===== src/rtl/cardinal_pkg.sv =====
// cardinal_pkg: NIC register map, sequencer state encoding and status-bit helper.
package cardinal_pkg;
  localparam logic [0:1] NIC_ADDR_IBUF  = 2'b00;
  localparam logic [0:1] NIC_ADDR_ISTAT = 2'b01;
  localparam logic [0:1] NIC_ADDR_OBUF  = 2'b10;
  localparam logic [0:1] NIC_ADDR_OSTAT = 2'b11;
  typedef enum logic [2:0] {
    S_IDLE, S_RX_STAT, S_RX_CHK, S_RX_READ, S_RX_CAPT, S_TX_STAT, S_TX_CHK, S_TX_WRITE
  } state_t;
  function automatic int stat_bit(input int w);
    return w - 1;
  endfunction
endpackage


===== src/rtl/cardinal_sync_fifo.sv =====
// cardinal_sync_fifo: single-clock FIFO with extra pointer bit for full/empty; head reads 0 when empty.
module cardinal_sync_fifo #(
  parameter int W     = 64,
  parameter int DEPTH = 4
) (
  input  logic         clk,
  input  logic         reset,
  input  logic         i_push,
  input  logic [0:W-1] i_data,
  input  logic         i_pop,
  output logic         o_full,
  output logic         o_empty,
  output logic [0:W-1] o_head
);
  localparam int AW = $clog2(DEPTH);
  logic [AW:0]  r_wr, r_rd;
  logic [0:W-1] r_mem [DEPTH];
  logic         w_push, w_pop;
  assign o_empty = r_wr == r_rd;
  assign o_full  = (r_wr[AW] != r_rd[AW]) && (r_wr[AW-1:0] == r_rd[AW-1:0]);
  assign w_push  = i_push && !o_full;
  assign w_pop   = i_pop && !o_empty;
  assign o_head  = o_empty ? '0 : r_mem[r_rd[AW-1:0]];
  always_ff @(posedge clk or negedge reset) begin
    if (!reset) begin
      r_wr <= '0;
      r_rd <= '0;
    end else begin
      if (w_push) r_wr <= r_wr + (AW+1)'(1);
      if (w_pop) r_rd <= r_rd + (AW+1)'(1);
    end
  end
  always_ff @(posedge clk) begin
    if (w_push) r_mem[r_wr[AW-1:0]] <= i_data;
  end
endmodule


===== src/rtl/cardinal_nic_ctrl.sv =====
// cardinal_nic_ctrl: polls a cardinal NIC register file, draining RX words into a FIFO
// and writing TX words when the output buffer is empty, alternating fairly between sides.
module cardinal_nic_ctrl
  import cardinal_pkg::*;
#(
  parameter int W        = 64,
  parameter int RX_DEPTH = 4
) (
  input  logic         clk,
  input  logic         reset,
  output logic [0:1]   nic_addr,
  output logic         nic_en,
  output logic         nic_wr_en,
  output logic [0:W-1] nic_d_in,
  input  logic [0:W-1] nic_d_out,
  input  logic         tx_valid,
  input  logic [0:W-1] tx_data,
  output logic         tx_ready,
  output logic         rx_valid,
  output logic [0:W-1] rx_data,
  input  logic         rx_ready
);
  localparam int SB = stat_bit(W);
  state_t r_state, w_next;
  logic   r_last_tx, w_full, w_empty, w_go_rx, w_go_tx, w_stat;
  cardinal_sync_fifo #(.W(W), .DEPTH(RX_DEPTH)) u_fifo (
    .clk    (clk),
    .reset  (reset),
    .i_push (r_state == S_RX_CAPT),
    .i_data (nic_d_out),
    .i_pop  (rx_ready),
    .o_full (w_full),
    .o_empty(w_empty),
    .o_head (rx_data)
  );
  assign rx_valid = !w_empty;
  assign w_stat   = nic_d_out[SB];
  // Ties go to the side not served last; reset leaves TX as last so RX goes first.
  assign w_go_rx  = !w_full && (!tx_valid || r_last_tx);
  assign w_go_tx  = tx_valid && !w_go_rx;
  always_ff @(posedge clk or negedge reset) begin
    if (!reset) begin
      r_state   <= S_IDLE;
      r_last_tx <= 1'b1;
    end else begin
      r_state <= w_next;
      if (r_state == S_IDLE && (w_go_rx || w_go_tx)) r_last_tx <= w_go_tx;
    end
  end
  always_comb begin
    w_next = r_state;
    case (r_state)
      S_IDLE:     w_next = w_go_rx ? S_RX_STAT : w_go_tx ? S_TX_STAT : S_IDLE;
      S_RX_STAT:  w_next = S_RX_CHK;
      S_RX_CHK:   w_next = w_stat ? S_RX_READ : S_IDLE;
      S_RX_READ:  w_next = S_RX_CAPT;
      S_TX_STAT:  w_next = S_TX_CHK;
      S_TX_CHK:   w_next = w_stat ? S_IDLE : S_TX_WRITE;
      default:    w_next = S_IDLE;
    endcase
  end
  always_comb begin
    nic_en    = r_state inside {S_RX_STAT, S_RX_READ, S_TX_STAT, S_TX_WRITE};
    nic_wr_en = r_state == S_TX_WRITE;
    tx_ready  = r_state == S_TX_WRITE;
    nic_d_in  = (r_state == S_TX_WRITE) ? tx_data : '0;
    nic_addr  = (r_state == S_RX_STAT) ? NIC_ADDR_ISTAT :
                (r_state == S_TX_STAT) ? NIC_ADDR_OSTAT :
                (r_state == S_TX_WRITE) ? NIC_ADDR_OBUF : NIC_ADDR_IBUF;
  end
endmodule


===== config.mk =====
export PLATFORM = sky130hd
export DESIGN_NAME = cardinal_nic_ctrl
export DESIGN_NICKNAME = d
export VERILOG_FILES = /design/src/rtl/cardinal_pkg.sv /design/src/rtl/cardinal_sync_fifo.sv /design/src/rtl/cardinal_nic_ctrl.sv
export SDC_FILE = /design/constraint.sdc
export NUM_CORES = 1
export LEC_CHECK = 0
export ABC_AREA = 1
export BUFFER_PORTS_ARGS = -buffer_cell sky130_fd_sc_hd__buf_2
export CAP_MARGIN = 0
export CORE_UTILIZATION = 49
export DETAILED_ROUTE_END_ITERATION = 12
export PLACE_DENSITY = 0.76
export SLEW_MARGIN = 15
export SYNTH_ARGS = -nofsm -noshare
export SYNTH_HDL_FRONTEND = slang
export SYNTH_SLANG_ARGS = --single-unit

===== constraint.sdc =====
create_clock -name clk -period 4.1 [get_ports clk]
set_input_delay 0.41 -clock clk [delete_from_list [all_inputs] [get_ports clk]]
set_output_delay 0.41 -clock clk [all_outputs]
set_load 0.01 [all_outputs]

* Yosys cells after proc, flatten, opt, wreduce, memory -nomap -nowiden
Memories as Yosys holds them, arrays and structs flattened. Cells that the tools add are included.
Storage, ports and cells: bits in writable memories 256, memories 1, output and inout port bits 134, input port bits 132, bits in registers 10, latch bits 0, bits in read-only memories 0, word-level logic and storage cells 43
Memory list:
- u_fifo.r_mem | depth 4, bits a word 64, rd ports 1, clocked after memory_dff 0, wr ports 1, RTL line cardinal_sync_fifo.sv:17 | logic [0:W-1] r_mem [DEPTH];
Operators by class: bitwise logic cells 0, multipliers 0, reductions and logical operators 14, multiplexer cells 12, equal/unequal tests 10, magnitude comparators 0, div/mod/pow operators 0, add/subtract/negate cells 2, shifts and indexed selects 0
Operators by type and width (count):
- $mux W64 | 2
- $pmux W3 S6 | 1
- $eq A3 B3 Y1 const B | 4
- $mux W3 | 3
- $mux W2 | 4
- $add A3 B1 Y3 const B | 2
- $eq A3 B2 Y1 const B | 2
- $logic_and A1 B1 Y1 | 6
- $logic_not A1 Y1 | 4
- $reduce_bool A4 Y1 | 1
- $eq A3 B1 Y1 const B | 1
- $eq A3 B3 Y1 | 1
- $logic_not A3 Y1 | 1
- $eq A2 B2 Y1 | 1
- $logic_or A1 B1 Y1 | 2
- $mux W1 | 2
- $ne A1 B1 Y1 | 1

* Depth between registers and ports, before layout
Gate-level depths: netlist of the first run.
depth in word-level cells 9, mapped depth 9, mapped depth without buffers 7

* Cells and area by module
A second synthesis of the first run with hierarchy kept.
Second synthesis, totals: cells, all modules 1054, area, all modules 11329.6 µm²
By module, submodules not included:
- cardinal_sync_fifo | instances 1, sequential area each 7837.5 µm², area each 10535.1 µm², cells each 880
- cardinal_nic_ctrl | instances 1, sequential area each 101.3 µm², area each 794.5 µm², cells each 174

* Worst setup path before layout of the first run
Ideal clock, no wire load.
kind register to register, start reg u_fifo.r_rd[0], end mem u_fifo.r_mem[0][0] in the netlist's numbering (enable), path buffers 1, library setup time 0.487 ns, slack -0.126 ns, period minus slack after synthesis 4.226 ns, cell stages (with the launch flop) 8, data arrival time 3.739 ns, data required time 3.613 ns, cells stage by stage dfrtp_1 inv_2 buf_4 nand2_1 nand2_2 nand3_1 nand3_2 nor2_1
Between the ends: word-level cells in the longest chain between the ends 6
Ends and longest elaborated chain:
- from (decl) | RTL line cardinal_sync_fifo.sv:16 | logic [AW:0] r_wr, r_rd;
- from (signal assigned) | RTL line cardinal_sync_fifo.sv:30 | if (w_pop) r_rd <= r_rd + (AW+1)'(1);
- $eq A2 B2 Y1 | RTL line cardinal_sync_fifo.sv:20 | assign o_full = (r_wr[AW] != r_rd[AW]) && (r_wr[AW-1:0] == r_rd[AW-1:0]);
- $logic_and A1 B1 Y1 | RTL line cardinal_sync_fifo.sv:20
- $logic_not A1 Y1 | RTL line cardinal_sync_fifo.sv:21 | assign w_push = i_push && !o_full;
- $logic_and A1 B1 Y1 | RTL line cardinal_sync_fifo.sv:21
- $mux W1 | RTL line cardinal_sync_fifo.sv:34 | if (w_push) r_mem[r_wr[AW-1:0]] <= i_data;
- $mux W1 (implied by the code) | RTL line cardinal_sync_fifo.sv:34
- to (decl) | RTL line cardinal_sync_fifo.sv:17
Every way passes these cells.

* Worst setup path after layout of the first run
start reg u_fifo.r_rd[0], end out rx_data[7] in the netlist's numbering
Between the ends: word-level cells in the longest chain between the ends 2, elaborated cells between the ends (all ways) 3, classes of those cells eq/ne (1); mux (1); memory (1)
Ends and longest elaborated chain:
- $mem_v2 Z4 W64 or $eq A3 B3 Y1 (tied branches)
- $mux W64 * | RTL line cardinal_sync_fifo.sv:23 | assign o_head = o_empty ? '0 : r_mem[r_rd[AW-1:0]];
- to (decl) | RTL line cardinal_nic_ctrl.sv:20 | output logic [0:W-1] rx_data,
Every way passes the cells marked *; elsewhere a longest branch is shown, timed or not.

==> results of run 1 <==
-- cell usage in the layout, fill, tap and decap left out --
cell             n
dfstp_2          1
xnor2_1          1
dlygate4sd3_1    1
clkinv_1         1
bufinv_16        5
clkinvlp_4       1
inv_2            3
buf_12           1
xor2_1           2
a21oi_1          1
inv_1          139
clkinv_8         1
diode_2          6
nand3_2          1
nand3_1          5
nor2_1         259
nand4_1          4
o21ai_1         18
nor3_2           1
dfrtp_1          7
clkbuf_8         1
inv_4            1
clkinv_4         1
nor2_4           4
buf_2          265
clkbuf_16       27
buf_4           12
nand2_1         90
nor3_1           5
nand2_2          1
edfxtp_1       256
dfrtp_4          2
o21ai_0        175
clkinv_2         8
clkbuf_1         2
ha_1             5
nand4_4          1
inv_6            1
-- worst register-to-register path: stages (launching register included) --
cell,delay (ns)
dfrtp_4,0.69
inv_4,0.29
nand2_1,0.16
nand2_2,0.09
nand3_1,0.21
nand3_2,0.27
nor2_4,0.44
buf_4,0.39
-- timing repair --
| action | 4_1_cts | 5_1_grt |
|---|---|---|
| hold buffers | 1 | 0 |
| endpoints found under the hold margin | 10 | 0 |
| buffers inserted | 0 | 0 |
-- flip-flops by register name (all words and copies together), names as in the netlist --
name          flops
r_last_tx         1
u_fifo.r_mem    256
u_fifo.r_rd       3
u_fifo.r_wr       3
r_state           3
-- logic make-up (layout without fill, tap and decap cells) --
family,Yosys count,count (layout),share of synthesized area [%]
fa+ha+maj,5,5,0.556
other cells,0,6,0
xor+xnor,3,3,0.234
flops,266,266,70.6
simple gates,371,371,12.8
buf+inv,201,470,7.22
compound gates,194,194,8.63
-- power breakdown --
| part | switching [mW] | internal, mW | total, mW |
|---|---|---|---|
| Sequential | 0.236 | 3.31 | 3.54 |
| Clock | 0.983 | 1.54 | 2.52 |
| Combinational | 2.38 | 1.21 | 3.59 |
| Total | 3.60 | 6.06 | 9.66 |
-- per-layer routing --
layer	wire length (um)	part of all wire [%]	vias to the layer above
met5	0	0	-
li1	-	-	3937
met4	838	3.3	0
met3	1870	7.3	59
met1	9910	39	3787
met2	12900	51	319
-- layout make-up --
class                      instances  area, um2  area share, %
timing repair buffer             279       1450           10.5
tap                              285        357           2.59
clock buffer                      30        697           5.06
multi-input combinational        573       2540           18.4
antenna                            6       15.0          0.109
sequential                       266       7950           57.7
clock inverter                    18        235           1.71
inverter                         143        539           3.92
-- final timing paths --
path                           startpoint                  end  slack [ns]
max                        u_fifo.r_rd[0]           rx_data[7]        0.61
min                         nic_d_out[40]  u_fifo.r_mem[2][23]        0.09
min reg2reg                     r_last_tx            r_last_tx        0.47
min in group asynchronous           reset       u_fifo.r_rd[1]        0.31
max in group asynchronous           reset            r_last_tx        3.51
max reg2reg                u_fifo.r_rd[0]  u_fifo.r_mem[1][54]        1.22
-- metrics by stage --
stage               setup TNS [ns]  util, %  hold WS [ns]
floorplan                   -32.13        -         0.114
global placement                 0     56.8         0.283
detailed placement               0     56.8         0.293
CTS                              0     61.0        0.0767
global route                     0     61.0        0.0861
finish                           0     61.0        0.0937
==> impl_results.md, run 1 <==
- Vias in the first global route: 7425
- Top-Level Pins: 266
- Hold path depth: 1
- Synthesis-to-layout area growth: 22.4%
- First-pass GRT wire length: 38.4 mm
- Post-route antenna net violation count: 0
- Final WL: 25.6 mm
- Min Tclk post-route: 3.49 ns
- Clock Skews: 0.0184 ns
- Via-to-Cell Ratio: 5.06
- Row count: 55
- Max_cap viols: 0
- M2 GR Usage: 36.9%
- Yosys top cell by area: edfxtp_1
- Cell area after layout: 13800 um2
- Kind of critical path: reg -> out
- Worst EP required: 3.69 ns
- Initial antenna violation count: 6
- Gr busiest metal: met2
- Final slew viol count: 0
- Finished Layout Cells: 1600
- Synthesized area: 11200 um2
- Via count: 8102
- FMAX: 286 MHz
- Clock buffer depth: 3
- Clk_lat worst skew: 0.52 ns
- Initial core utilization: 49.8%
- Cell count after synthesis: 1040
- Die H: 154 um
- Remaining Overflow, GRT: 0
- Final setup vio count: 0
- Setup crit end kind: output port
- Post-synth EDFFs: 256
- Met1 track demand over resource: 24.8%
- Startpoint type of the worst setup path: flop
- Max_slew headroom: 30.7%
- CP top delay family: buffers and inverters
- WP depth: 7
- Nets: 1426
- Power Total: 9.66 mW
- WL per Instance: 16.0 um
- Worst slack at placement: 1.17 ns
- DRC viols: 4
- Status: finished with violations
- Synth top area share: 68.3%
- CTS sink count: 266
- Die footprint: 23600 um2
- Final HPWL DP: 16.2 mm
- Syn nets: 1177
- Synth unique cells: 25
- Mean post-synth cell area: 10.8 um2
- Total track usage: 20.8%
- Cells resized by post-CTS repair: 0
- PwrDens: 701 nW/um2
- Final WS setup: 0.609 ns
- Crit path largest cell delay: 0.70 ns
- Die W: 154 um
- CTS Buf Count: 26
- Core Region: 22600 um2
- Synth top cells by count: 263 x nor2_1, 256 x edfxtp_1, 175 x o21ai_0
- CTS tree: built
- Primary FF master, synth: edfxtp_1
- Tcrit/Tclk final: 85.1%
- CP max FO: 85
- Worst path cell trace: inv_4 -> buf_4 -> nor2_1 -> o21ai_0 -> nand2_1 -> inv_1 -> buf_2
- Placed Area: 12800 um2
- FILL cells: 1795
- Worst Max-Slew Pin Slew: 1.04 ns
- Drt first pass iters: 9
- RSZ-0062 raised after global routing: false
- Placed insts: 1545
- Worst Path Arrival: 3.08 ns
- Worst vdd ir: 0.437 mV
- Pin count of the biggest net entering global routing: 95
- Leak pwr: 6.05 nW
- Sequential area share after synthesis: 70.6%
- HP Class: in -> reg
- H-tree depth: 1
- Slowest cell on crit path: buf_4
- 1st-iter DRT viols: 467
- Area contributors post-synth: edfxtp_1 68%, nor2_1 8.8%, o21ai_0 7.8%, inv_1 4.6%, nand2_1 3.0%
- Synthesized flop and latch total: 266
- Post-synth ARST share: 3.76%
- Top-count cell post-synth: nor2_1
- GR Util met3: 4.09%
- Layout cells sized above 1: 25.8%
- Yosys warnings: 0
- Failing checks: DRC
- Clock Root Buffer: clkbuf_16
- Clk slew on worst S/H paths: 0.06 ns
- Port Buf Inserts: 265
- Worst r2r path cells: 7
- WP buf/inv: 4
- Final Hold Fails: 0
- GP Congestion: 0.847
(Power assumes the default switching activity.)
==> run 2, diff against run 1 <==
- ABC_AREA: 1 -> 0
- CORE_UTILIZATION: 49 -> 53
- PLACE_DENSITY: 0.76 -> 0.78
- clock period: 4.1 -> 3.6 ns (I/O delays scaled with it)
==> run 2 against run 1 <==
  * Routed wire length is 14% lower
  * Cell count shrank 31%
  * Critical path depth decreased by 2
  * Register-to-register slack worse by 0.07 ns
  * The flow now finishes without violations
  * Final area decreased by 4.1%
  * Synthesized cell count is 47% lower
  * Area after synthesis decreased by 4.1%
  * Sequential cell count did not move
  * Non-clock buffer count fell by 3
==> impl_results.md, run 2 <==
- Worst Path Arrival: 2.48 ns (-0.60 ns)
- WL per Instance: 20.0 um (+25%)
- Terminus of the critical flop-to-flop path: u_fifo.r_mem[3][0]
- Number of flip-flops in the largest register: 256 (unchanged)
- Area contributors post-synth: edfxtp_1 71%, mux4_2 13%, and3_1 3.9%, nor2b_1 3.8%, dfrtp_1 2.1%
- R2R Setup Slk: 1.15 ns (-0.07 ns)
- FMAX: 352 MHz
- H-tree depth: 1 (unchanged)
- Port Buf Inserts: 265 (unchanged)
- Clk_lat worst skew: 0.52 ns (about the same)
- Final WL: 22.1 mm (-14%)
- CP endpoint: rx_data[1]
- Clock buffer depth: 3 (unchanged)
- WHS: 0.0532 ns (-0.0404 ns)
- Remaining Overflow, GRT: 0 (unchanged)
- Drt first pass iters: 5 (-4)
- Sequential area share after synthesis: 73.6% (+3.0 points)
- Row count: 51 (-7.3%)
- Synthesized flop and latch total: 266 (unchanged)
- Initial core utilization: 54.7% (+4.9 points)
- Setup crit end kind: output port
- Core Region: 19700 um2 (-13%)
- Worst slack at placement: 1.11 ns (-0.0603 ns)
- Top-count cell post-synth: edfxtp_1
- Kind of critical path: reg -> out
- GP Congestion: 0.730 (-14%)
- Via count: 6012 (-26%)
- Final slew viol count: 0 (unchanged)
- Synthesis-to-layout area growth: 22.4% (about the same)
- Initial antenna violation count: 3 (-3)
- Mean post-synth cell area: 19.6 um2 (+81%)
- Die W: 145 um (-5.8%)
- Worst r2r path cells: 4 (-3)
- Worst reg2reg path startpoint: u_fifo.r_rd[1]
- Clk slew on worst S/H paths: 0.06 ns (about the same)
- Yosys warnings: 0 (unchanged)
- CP max FO: 34 (-60%)
- Clock Root Buffer: clkbuf_16
- Worst EP required: 3.24 ns (-0.45 ns)
- DRC viols: 0 (-4)
- Post-synth EDFFs: 256 (unchanged)
- Die footprint: 20900 um2 (-11%)
- Worst Max-Slew Pin Slew: 0.963 ns (-0.0776 ns)
- Synth unique cells: 33 (+32%)
- Die H: 145 um (-5.8%)
- Clock Skews: 0.0135 ns (-0.00490 ns)
- Top-Level Pins: 266 (unchanged)
- Startpoint type of the worst setup path: flop
- Power Total: 10.1 mW (+4.5%)
- Total track usage: 20.7% (-0.12 points)
- Final core utilization: 67.0% (+5.9 points)
- Syn nets: 687 (-42%)
- Vias in the first global route: 5943 (-20%)
- Synth top cells by count: 256 x edfxtp_1, 67 x and3_1, 65 x nor2b_1
- Worst vdd ir: 0.574 mV (+31%)
- CTS Buf Count: 26 (unchanged)
- Final Hold Fails: 0 (unchanged)
- Synthesized area: 10800 um2 (-4.1%)
- 1st-iter DRT viols: 376 (-19%)
- Final WS setup: 0.761 ns (+0.152 ns)
- Final HPWL DP: 14.1 mm (-13%)
- Post-route antenna net violation count: 0 (unchanged)
- PwrDens: 764 nW/um2 (+9.0%)
- Via-to-Cell Ratio: 5.46 (+7.8%)
- Max_cap viols: 0 (unchanged)
- Most common cell after layout, fill and taps aside: buf_2
- Tcrit/Tclk final: 78.9%
- Setup TNS: 0 ns (unchanged)
- Setup crit start: u_fifo.r_rd[0]
- Post-synth ARST share: 3.76% (unchanged)
- Cell count after synthesis: 550 (-47%)
- RSZ-0062 raised after global routing: false
- Layout cells sized above 1: 46.2% (+20 points)
- Post-CTS Setup Bufs: 0 (unchanged)
- CTS tree: built
- FILL cells: 1328 (-26%)
- Pin count of the biggest net entering global routing: 75 (-21%)
- Final setup vio count: 0 (unchanged)
- Synth top area share: 71.3% (+2.9 points)
- Status: finished clean
- Leak pwr: 5.17 nW (-15%)
- Nets: 951 (-33%)
- Most frequent cells in the layout: 265 x buf_2, 256 x edfxtp_1, 65 x nor2b_1
- Min Tclk post-route: 2.84 ns
- CTS sink count: 266 (unchanged)
- Primary FF master, synth: edfxtp_1
- Yosys top cell by area: edfxtp_1
- HP Class: in -> reg
- First-pass GRT wire length: 32.2 mm (-16%)
- Max_slew headroom: 35.8% (+5.2 points)
-- run 2: cell types whose count changed after synthesis, sizes merged, moves of 5 or more --
cell	change
and3	+67
buf	-5
clkbuf	-13
inv	-137
mux4	+64
nand2	-89
nand3	-5
nand4	-5
nor2	-260
nor2b	+65
o21ai	-190
-- run 2: timing repair --
action | CTS | global route
hold buffers | 1 | 0
resized for setup | 0 | 0
hold endpoints to repair | 10 | 0
endpoints found under the setup margin | 0 | 0
-- run 2: area by class of cell --
cell class,count,area [um2],area share (%)
Timing Repair Buffer,276,1470,11.2
Tap cell,265,332,2.51
Inverter,6,22.5,0.171
Antenna cell,4,10.0,0.0758
Clock inverter,17,134,1.01
Clock buffer,29,662,5.01
Sequential cell,266,7950,60.2
Multi-Input combinational cell,238,2620,19.9
-- run 2: power breakdown --
part	switching (mW)	internal, mW	total, mW
clock	1.05	1.46	2.51
combinational	2.02	1.68	3.69
sequential	0.135	3.76	3.89
total	3.20	6.89	10.1
-- run 2: worst max-delay path, stage by stage (launching register included) --
cell,delay (ns)
dfrtp_4,0.51
xor2_2,0.23
nor3_2,0.49
buf_4,0.45
nor2b_1,0.12
buf_2,0.16
-- run 2: kinds of logic (layout without fill, tap and decap cells) --
logic type | after synthesis | in the layout | share of synthesized area [%]
DFF | 266 | 266 | 73.6
and+or+nand+nor | 146 | 146 | 8.43
muxes | 66 | 66 | 13.6
buffers and inverters | 46 | 328 | 2.25
AOI/OAI and AO/OA | 12 | 12 | 0.754
xor gates and xnor gates | 9 | 9 | 0.801
adders and majority gates | 5 | 5 | 0.580
other | 0 | 4 | 0
-- run 2: per-stage QoR --
stage	instance area, um2	std cells
after floorplan	10800	550
after global placement	12400	1050
after detailed placement	12400	1050
after CTS	13200	1097
after global routing	13200	1100
final	13200	1101
-- run 2: worst min-delay path by stage --
stage	from	end	slack, ns	depth (start not counted)
after detailed placement	reset	r_state[1]	0.24	1
after global placement	reset	r_state[1]	0.23	1
after global routing	nic_d_out[46]	u_fifo.r_mem[3][17]	0.03	1
after CTS	nic_d_out[32]	u_fifo.r_mem[1][31]	0.03	1
final	nic_d_out[47]	u_fifo.r_mem[1][16]	0.05	1
after floorplan	reset	r_state[0]	0.06	0
-- run 2: metal layers --
| layer | vias up | wire length, um | track usage, % |
|---|---|---|---|
| met5 | - | 0 | 0 |
| met4 | 0 | 586 | 6.81 |
| met3 | 41 | 1040 | 2.57 |
| met2 | 200 | 11100 | 34.1 |
| met1 | 3046 | 9340 | 29.2 |
| li1 | 2725 | - | - |
